### src/rtl/block_serializer.sv
// block_serializer: captures a NUM_WORDS x WORD_W block in one cycle and streams it
// one word per valid/ready beat, lsb- or msb-first, with last marking and abort.
// Define BLOCK_SERIALIZER_PINGPONG_EN to add a shadow block for zero-bubble streaming.
module block_serializer #(
    parameter int NUM_WORDS = 16,
    parameter int WORD_W    = 8
) (
    input  logic                        clk_in,
    input  logic                        rst_in,
    input  logic                        load_valid_in,
    output logic                        load_ready_out,
    input  logic [NUM_WORDS*WORD_W-1:0] block_in,
    input  logic                        msb_first_in,
    input  logic                        abort_in,
    output logic [WORD_W-1:0]           out_data,
    output logic                        out_valid,
    input  logic                        out_ready_in,
    output logic                        out_last,
    output logic                        busy_out
);
    localparam int IW = $clog2(NUM_WORDS);
    localparam int BW = NUM_WORDS * WORD_W;
    localparam logic [IW-1:0] LAST_IDX = IW'(NUM_WORDS - 1);
    localparam logic [IW-1:0] ONE      = IW'(1);

    typedef enum logic {IDLE, STREAM} state_t;

    state_t        state_q, state_d;
    logic [BW-1:0] active_q, active_d;
    logic          msb_q, msb_d;
    logic [IW-1:0] idx_q, idx_d;
    logic [IW-1:0] term_idx;
    logic          beat, end_beat, load_acc;
`ifdef BLOCK_SERIALIZER_PINGPONG_EN
    logic [BW-1:0] shadow_q, shadow_d;
    logic          shadow_msb_q, shadow_msb_d;
    logic          shadow_full_q, shadow_full_d;
`endif

    // The terminal index follows the order bit of whichever block is active.
    assign term_idx = msb_q ? '0 : LAST_IDX;
    assign beat     = out_valid && out_ready_in;
    assign end_beat = beat && out_last;
    assign load_acc = load_valid_in && load_ready_out;
    // Output word is always taken from the registered active buffer, never from block_in.
    assign out_data = active_q[32'(idx_q) * WORD_W +: WORD_W];

    // State register.
    always_ff @(posedge clk_in or posedge rst_in) begin
        if (rst_in) state_q <= IDLE;
        else        state_q <= state_d;
    end

    // Next state: load starts a stream, abort or a final beat without a follow-on block ends it.
    always_comb begin
        state_d = state_q;
        if (state_q == IDLE) begin
            state_d = load_acc ? STREAM : IDLE;
        end else if (abort_in) begin
            state_d = IDLE;
        end else if (end_beat) begin
`ifdef BLOCK_SERIALIZER_PINGPONG_EN
            state_d = (shadow_full_q || load_acc) ? STREAM : IDLE;
`else
            state_d = IDLE;
`endif
        end
    end

    // Outputs decoded from state, index and shadow occupancy.
    always_comb begin
        out_valid = (state_q == STREAM);
        busy_out  = out_valid;
        out_last  = out_valid && (idx_q == term_idx);
`ifdef BLOCK_SERIALIZER_PINGPONG_EN
        load_ready_out = !shadow_full_q;
`else
        load_ready_out = (state_q == IDLE);
`endif
    end

    // Datapath registers: active block, its order bit and the word index.
    always_ff @(posedge clk_in or posedge rst_in) begin
        if (rst_in) begin
            active_q <= '0;
            msb_q    <= 1'b0;
            idx_q    <= '0;
        end else begin
            active_q <= active_d;
            msb_q    <= msb_d;
            idx_q    <= idx_d;
        end
    end

`ifdef BLOCK_SERIALIZER_PINGPONG_EN
    // Shadow block waiting behind the active one.
    always_ff @(posedge clk_in or posedge rst_in) begin
        if (rst_in) begin
            shadow_q      <= '0;
            shadow_msb_q  <= 1'b0;
            shadow_full_q <= 1'b0;
        end else begin
            shadow_q      <= shadow_d;
            shadow_msb_q  <= shadow_msb_d;
            shadow_full_q <= shadow_full_d;
        end
    end
`endif

    // Index stepping, block capture and (optionally) shadow fill/promotion; abort wins over all.
    always_comb begin
        active_d = active_q;
        msb_d    = msb_q;
        idx_d    = idx_q;
`ifdef BLOCK_SERIALIZER_PINGPONG_EN
        shadow_d      = shadow_q;
        shadow_msb_d  = shadow_msb_q;
        shadow_full_d = shadow_full_q;
`endif
        if (state_q == STREAM && abort_in) begin
`ifdef BLOCK_SERIALIZER_PINGPONG_EN
            shadow_full_d = 1'b0;
`endif
        end else begin
            if (beat && !out_last) idx_d = msb_q ? idx_q - ONE : idx_q + ONE;
`ifdef BLOCK_SERIALIZER_PINGPONG_EN
            if (end_beat && shadow_full_q) begin
                active_d      = shadow_q;
                msb_d         = shadow_msb_q;
                idx_d         = shadow_msb_q ? LAST_IDX : '0;
                shadow_full_d = 1'b0;
            end
`endif
            // A load while idle or on the final beat (shadow empty) goes straight to active.
            if (load_acc) begin
                if (state_q == IDLE || end_beat) begin
                    active_d = block_in;
                    msb_d    = msb_first_in;
                    idx_d    = msb_first_in ? LAST_IDX : '0;
                end
`ifdef BLOCK_SERIALIZER_PINGPONG_EN
                else begin
                    shadow_d      = block_in;
                    shadow_msb_d  = msb_first_in;
                    shadow_full_d = 1'b1;
                end
`endif
            end
        end
    end
endmodule

### config.mk
export PLATFORM = sky130hd
export DESIGN_NAME = block_serializer
export DESIGN_NICKNAME = d
export VERILOG_FILES = /design/src/rtl/block_serializer.sv
export SDC_FILE = /design/constraint.sdc
export NUM_CORES = 1
export LEC_CHECK = 0
export ABC_AREA = 1
export BUFFER_PORTS_ARGS = -buffer_cell sky130_fd_sc_hd__clkbuf_2
export CAP_MARGIN = 5
export CORE_AREA = 2 2 118 120
export CTS_CLUSTER_DIAMETER = 150
export DETAILED_ROUTE_END_ITERATION = 8
export DIE_AREA = 0 0 120 122
export MAX_ROUTING_LAYER = met4
export PLACE_DENSITY = 0.83
export SLEW_MARGIN = 5
export SYNTH_ARGS = -nofsm -noshare
export SYNTH_HDL_FRONTEND = slang
export SYNTH_SLANG_ARGS = --single-unit
### constraint.sdc
create_clock -name clk_in -period 9.3 [get_ports clk_in]
set_clock_uncertainty 0.1 [all_clocks]
set_input_delay 1.86 -clock clk_in [delete_from_list [all_inputs] [get_ports clk_in]]
set_output_delay 1.86 -clock clk_in [all_outputs]
set_load 0.03 [all_outputs]
### Yosys cells after proc, flatten, opt, wreduce, memory -nomap -nowiden

Cells that the tools add are included.

| storage, ports and cells | value |
|---|---|
| bits in registers | 134 |
| logic and storage cells | 29 |
| output and inout port bits | 12 |
| bits of input ports | 134 |

| cells by class | value |
|---|---|
| add/subtract/negate cells | 2 |
| shifts and indexed selects | 1 |
| equal/unequal tests | 1 |
| reductions and logical operators | 9 |
| multiplexer cells | 10 |
| bitwise operators | 2 |

Operators with widths:

| cell | number |
|---|---|
| 128-bit by 8-bit indexed part select with 8-bit output | 1 |
| 4-bit two-way mux | 6 |
| 1-bit logical AND | 6 |
| 4-bit by 1-bit adder with 4-bit output, second input constant | 1 |
| 4-bit == test | 1 |
| 1-bit two-way mux | 4 |
| 4-bit by 1-bit subtractor with 4-bit output, second input constant | 1 |
| 3-bit AND reduction | 1 |
| 1-bit inverter | 2 |
| 1-bit logical NOT | 1 |
| 1-bit logical OR | 1 |

### Depth between registers and ports, before layout

| depth | value |
|---|---|
| word-level depth | 8 |
| mapped depth | 11 |

### Worst setup path before layout

No wires, ideal clock.

| path | value |
|---|---|
| path type | flip-flop to output port |
| from | register msb_q |
| to | output out_last |
| path slack | 5.869 ns |
| arrival time | 1.471 ns |
| data required time | 7.340 ns |
| stages on the path, launching flop included | 6 |
| cells stage by stage | dfrtp_1 ha_1 nand2_1 a21oi_1 nand2_2 nor2_1 |

| between the ends | value |
|---|---|
| longest elaborated chain between the ends | 3 |

Ends and longest elaborated chain:

| element | RTL line | RTL |
|---|---|---|
| start, declared | 30 | `logic msb_q, msb_d;` |
| start signal, assigned | 90 | `msb_q <= msb_d;` |
| 4-bit two-way mux | 41 | `assign term_idx = msb_q ? '0 : LAST_IDX;` |
| 4-bit == test | 74 | `out_last = out_valid && (idx_q == term_idx);` |
| 1-bit logical AND | 74 |  |
| end, declared | 18 | `output logic out_last,` |

No other way between the ends.

### Worst setup path in the final report

| path | value |
|---|---|
| from | register idx_q[0] |
| to | output out_data[7] |

| between the ends | value |
|---|---|
| longest elaborated chain between the ends | 1 |

Ends and longest elaborated chain:

| element | RTL line | RTL |
|---|---|---|
| start, declared | 31 | `logic [IW-1:0] idx_q, idx_d;` |
| start signal, assigned | 91 | `idx_q <= idx_d;` |
| 128-bit by 8-bit indexed part select with 8-bit output | 46 | `assign out_data = active_q[32'(idx_q) * WORD_W +: WORD_W];` |
| end, declared | 15 | `output logic [WORD_W-1:0] out_data,` |

No other way between the ends.

==> impl_metrics.ini <==
[synthesis]
synth_area_um2 = 6500
synth.top_cells.by_area = dfrtp_1, nand2_1, o21ai_0, inv_1, o211ai_1
synth_cells = 826
synth_nets = 963
ys_seq_elements = 134
seq_area_frac_synth_pct = 51.5
yosysTopAreaCellShare_pct = 51.5
synth.distinct_cells = 26
syn_avg_cell_area_um2 = 7.88
yosys_warnings = 0
synth_area_leader_cell = dfrtp_1

[detailed_routing]
top_layer = met4
postRouteAntennaNets = 0
wl_per_cell_um = 15.7
drt_iter0_drc = 582
via_count = 5984
finalWirelength_um = 17700
vias_per_cell = 5.31
drc = 0
drt-pass1-iter-count = 5
m1WireLength_um = 7340
dr_wl_met2_um = 8450
met3_length_um = 1370

[critical_path]
critPathMaxStageDelay_ns = 1.10
path_cells = inv_1 -> nor2_1 -> nor2_1 -> o21ai_0 -> o211ai_1 -> nand3_1 -> nand2_1 -> clkbuf_2
worst_setup_path_start_kind = flip-flop
crit_slowest_cell = dfrtp_4
cp.arrival_ns = 3.08
cp.required_ns = 7.34
path_common_cell = nor2_1
endpoint_kind = output port
path_class = flip-flop to output port
worstPathMaxFanout = 117

[floorplan]
row_count = 43
die_w_um = 120
start_util_pct = 48.2
core-area_um2 = 13500
die_area_um2 = 14600
pin_count = 146
die_height_um = 122

[status]
status = finished, final reports clean

[cts]
post_cts_buffers = 0
h-tree-depth = 4
cts_buffer_depth = 2
cts-root-buf = clkbuf_16
clkTransAtPathRegs_ns = 0.05
cts_buffers = 17
ctsHoldBuffers = 0
clk_latency_ns = 0.41
cts_sinks = 134
cts_resized = 0
cts_tree = yes

[cells_and_area]
fillCellCount = 1189
postLayoutCoreUtil_pct = 56.9
nets = 1075
seqCellArea_um2 = 3360
multi_input_area_um2 = 2580
syn2layout_area_growth_pct = 18.0
drive_gt1_share_pct = 20.0
n_antenna_cell = 0

[grt]
grt_first_pass_wirelength_um = 28000
grt_max_degree = 118
antenna_found_initial = 0
grtUsageTotal_pct = 25.5
grt_pass1_vias = 5598
gr-total-overflow = 0

[pwr]
internal_power_mw = 1.41
leakage_nw = 4.07
seq_power_share_pct = 38.7
swShare_pct = 41.6
p_switching_mw = 1.00
p_clk_share_pct = 25.3
max-vdd-ir-drop_mv = 0.197
p_per_area_nw_per_um2 = 313
pwr-share-comb_pct = 36.1

[timing]
finalCriticalPeriod_ns = 5.04
period_share_pct = 54.2
finalHoldViolCount = 0
drv_slew = 0
rsz0062_at_grt = no
worst_pin_slew_ns = 1.06
slew_headroom_pct = 29.3
setup_viol = 0
max_clock_freq_mhz = 198
fin_tns_setup_ns = 0

[run]
drv_cap = 0

[placed_design]
hpwl_um = 12400
gp_congestion = 0.939
place.port_buffers = 145

[hold_path]
hold_path.class = flip-flop to flip-flop
## Yosys cell counts
| cell type | number |
|---|---|
| o211ai_2 | 4 |
| clkbuf_1 | 8 |
| ha_1 | 2 |
| inv_2 | 2 |
| buf_8 | 1 |
| buf_4 | 7 |
| a21oi_2 | 3 |
| nand2_1 | 335 |
| nand2_2 | 3 |
| o21ai_1 | 18 |
| o21ai_0 | 83 |
| a21boi_1 | 1 |
| dfrtp_1 | 134 |
| fa_1 | 1 |
| clkinv_1 | 1 |
| buf_1 | 1 |
| nand3_1 | 37 |
| clkbuf_2 | 4 |
| o211ai_1 | 28 |
| nand2_4 | 1 |
| a21oi_1 | 31 |
| buf_2 | 28 |
| buf_6 | 7 |
| inv_1 | 58 |
| nor2_1 | 27 |
| xor2_1 | 1 |
## critical path, delay by kind of cell, from the launching register on
kind,cells,cell delay [ns]
AND/OR/NAND/NOR,4,0.46
buffers and inverters,2,0.82
flip-flops,1,1.10
AO/OA/AOI/OAI,2,0.20
## layout make-up
type | count | area share (%)
timing repair buffer | 149 | 9.84
sequential | 134 | 43.7
inverter | 61 | 3.08
tap | 180 | 2.93
multi-input combinational | 575 | 33.6
clock buffer | 23 | 6.09
clock inverter | 5 | 0.684
## power groups by stage
stage / clock (mW) / combinational (mW) / sequential (mW)
3_3_place_gp: 0 / 0.831 / 0.927
2_1_floorplan: 0 / 0.763 / 0.801
4_1_cts: 0.606 / 0.856 / 0.924
6_report: 0.608 / 0.868 / 0.931
5_1_grt: 0.629 / 0.958 / 0.952
3_5_place_dp: 0 / 0.847 / 0.930
## metrics by stage
step           cells  area, um^2  worst slack [ns]  hold WS (ns)  power (mW)
2_1_floorplan    826        6500              3.76         0.344        1.56
3_3_place_gp    1099        7160              4.86         0.358        1.76
3_5_place_dp    1099        7160              4.82         0.360        1.78
4_1_cts         1127        7680              4.37         0.375        2.39
5_1_grt         1127        7680              4.05         0.394        2.54
6_report        1127        7680              4.26         0.375        2.41
## worst paths after layout
path                       slack, ns            to          from  depth (start not counted)
max                             4.26   out_data[7]      idx_q[0]                          8
min                             0.38  active_q[71]  active_q[71]                          2
max reg2reg                     6.26      idx_q[2]      idx_q[0]                          6
min reg2reg                     0.38  active_q[71]  active_q[71]                          2
max in group asynchronous       6.32      idx_q[0]        rst_in                          3
min in group asynchronous       1.43  active_q[42]        rst_in                          2
## cell families (layout without fill, tap and decap cells)
| logic type | count (synthesis) | count (layout) | synth area share (%) |
|---|---|---|---|
| xor gates and xnor gates | 1 | 1 | 0.135 |
| adders and majority gates | 3 | 3 | 0.692 |
| buffers and inverters | 117 | 238 | 8.75 |
| and+or+nand+nor | 403 | 403 | 24.2 |
| AOI/OAI and AO/OA | 168 | 168 | 14.7 |
| DFF | 134 | 134 | 51.5 |
## placed cells by master, fill, tap and decap left out, drive strengths merged
cell / n
nand2: 339
clkbuf: 168
dfrtp: 134
o21ai: 101
inv: 60
nand3: 37
a21oi: 34
o211ai: 32
nor2: 27
buf: 4
clkinv: 4
ha: 2
a21boi: 1
xor2: 1
fa: 1
clkinvlp: 1
bufinv: 1
## metal layers
layer,GRT usage [%],vias up
met5,-,-
met4,9.19,0
met3,4.82,46
met2,41.1,291
met1,32.3,2790
li1,-,2857
## sequential cells by signal, summed over array words and instances (netlist names)
register  flops
active_q    128
idx_q         4
busy_out      1
msb_q         1
No activity file was read; power rests on OpenSTA's default activity.
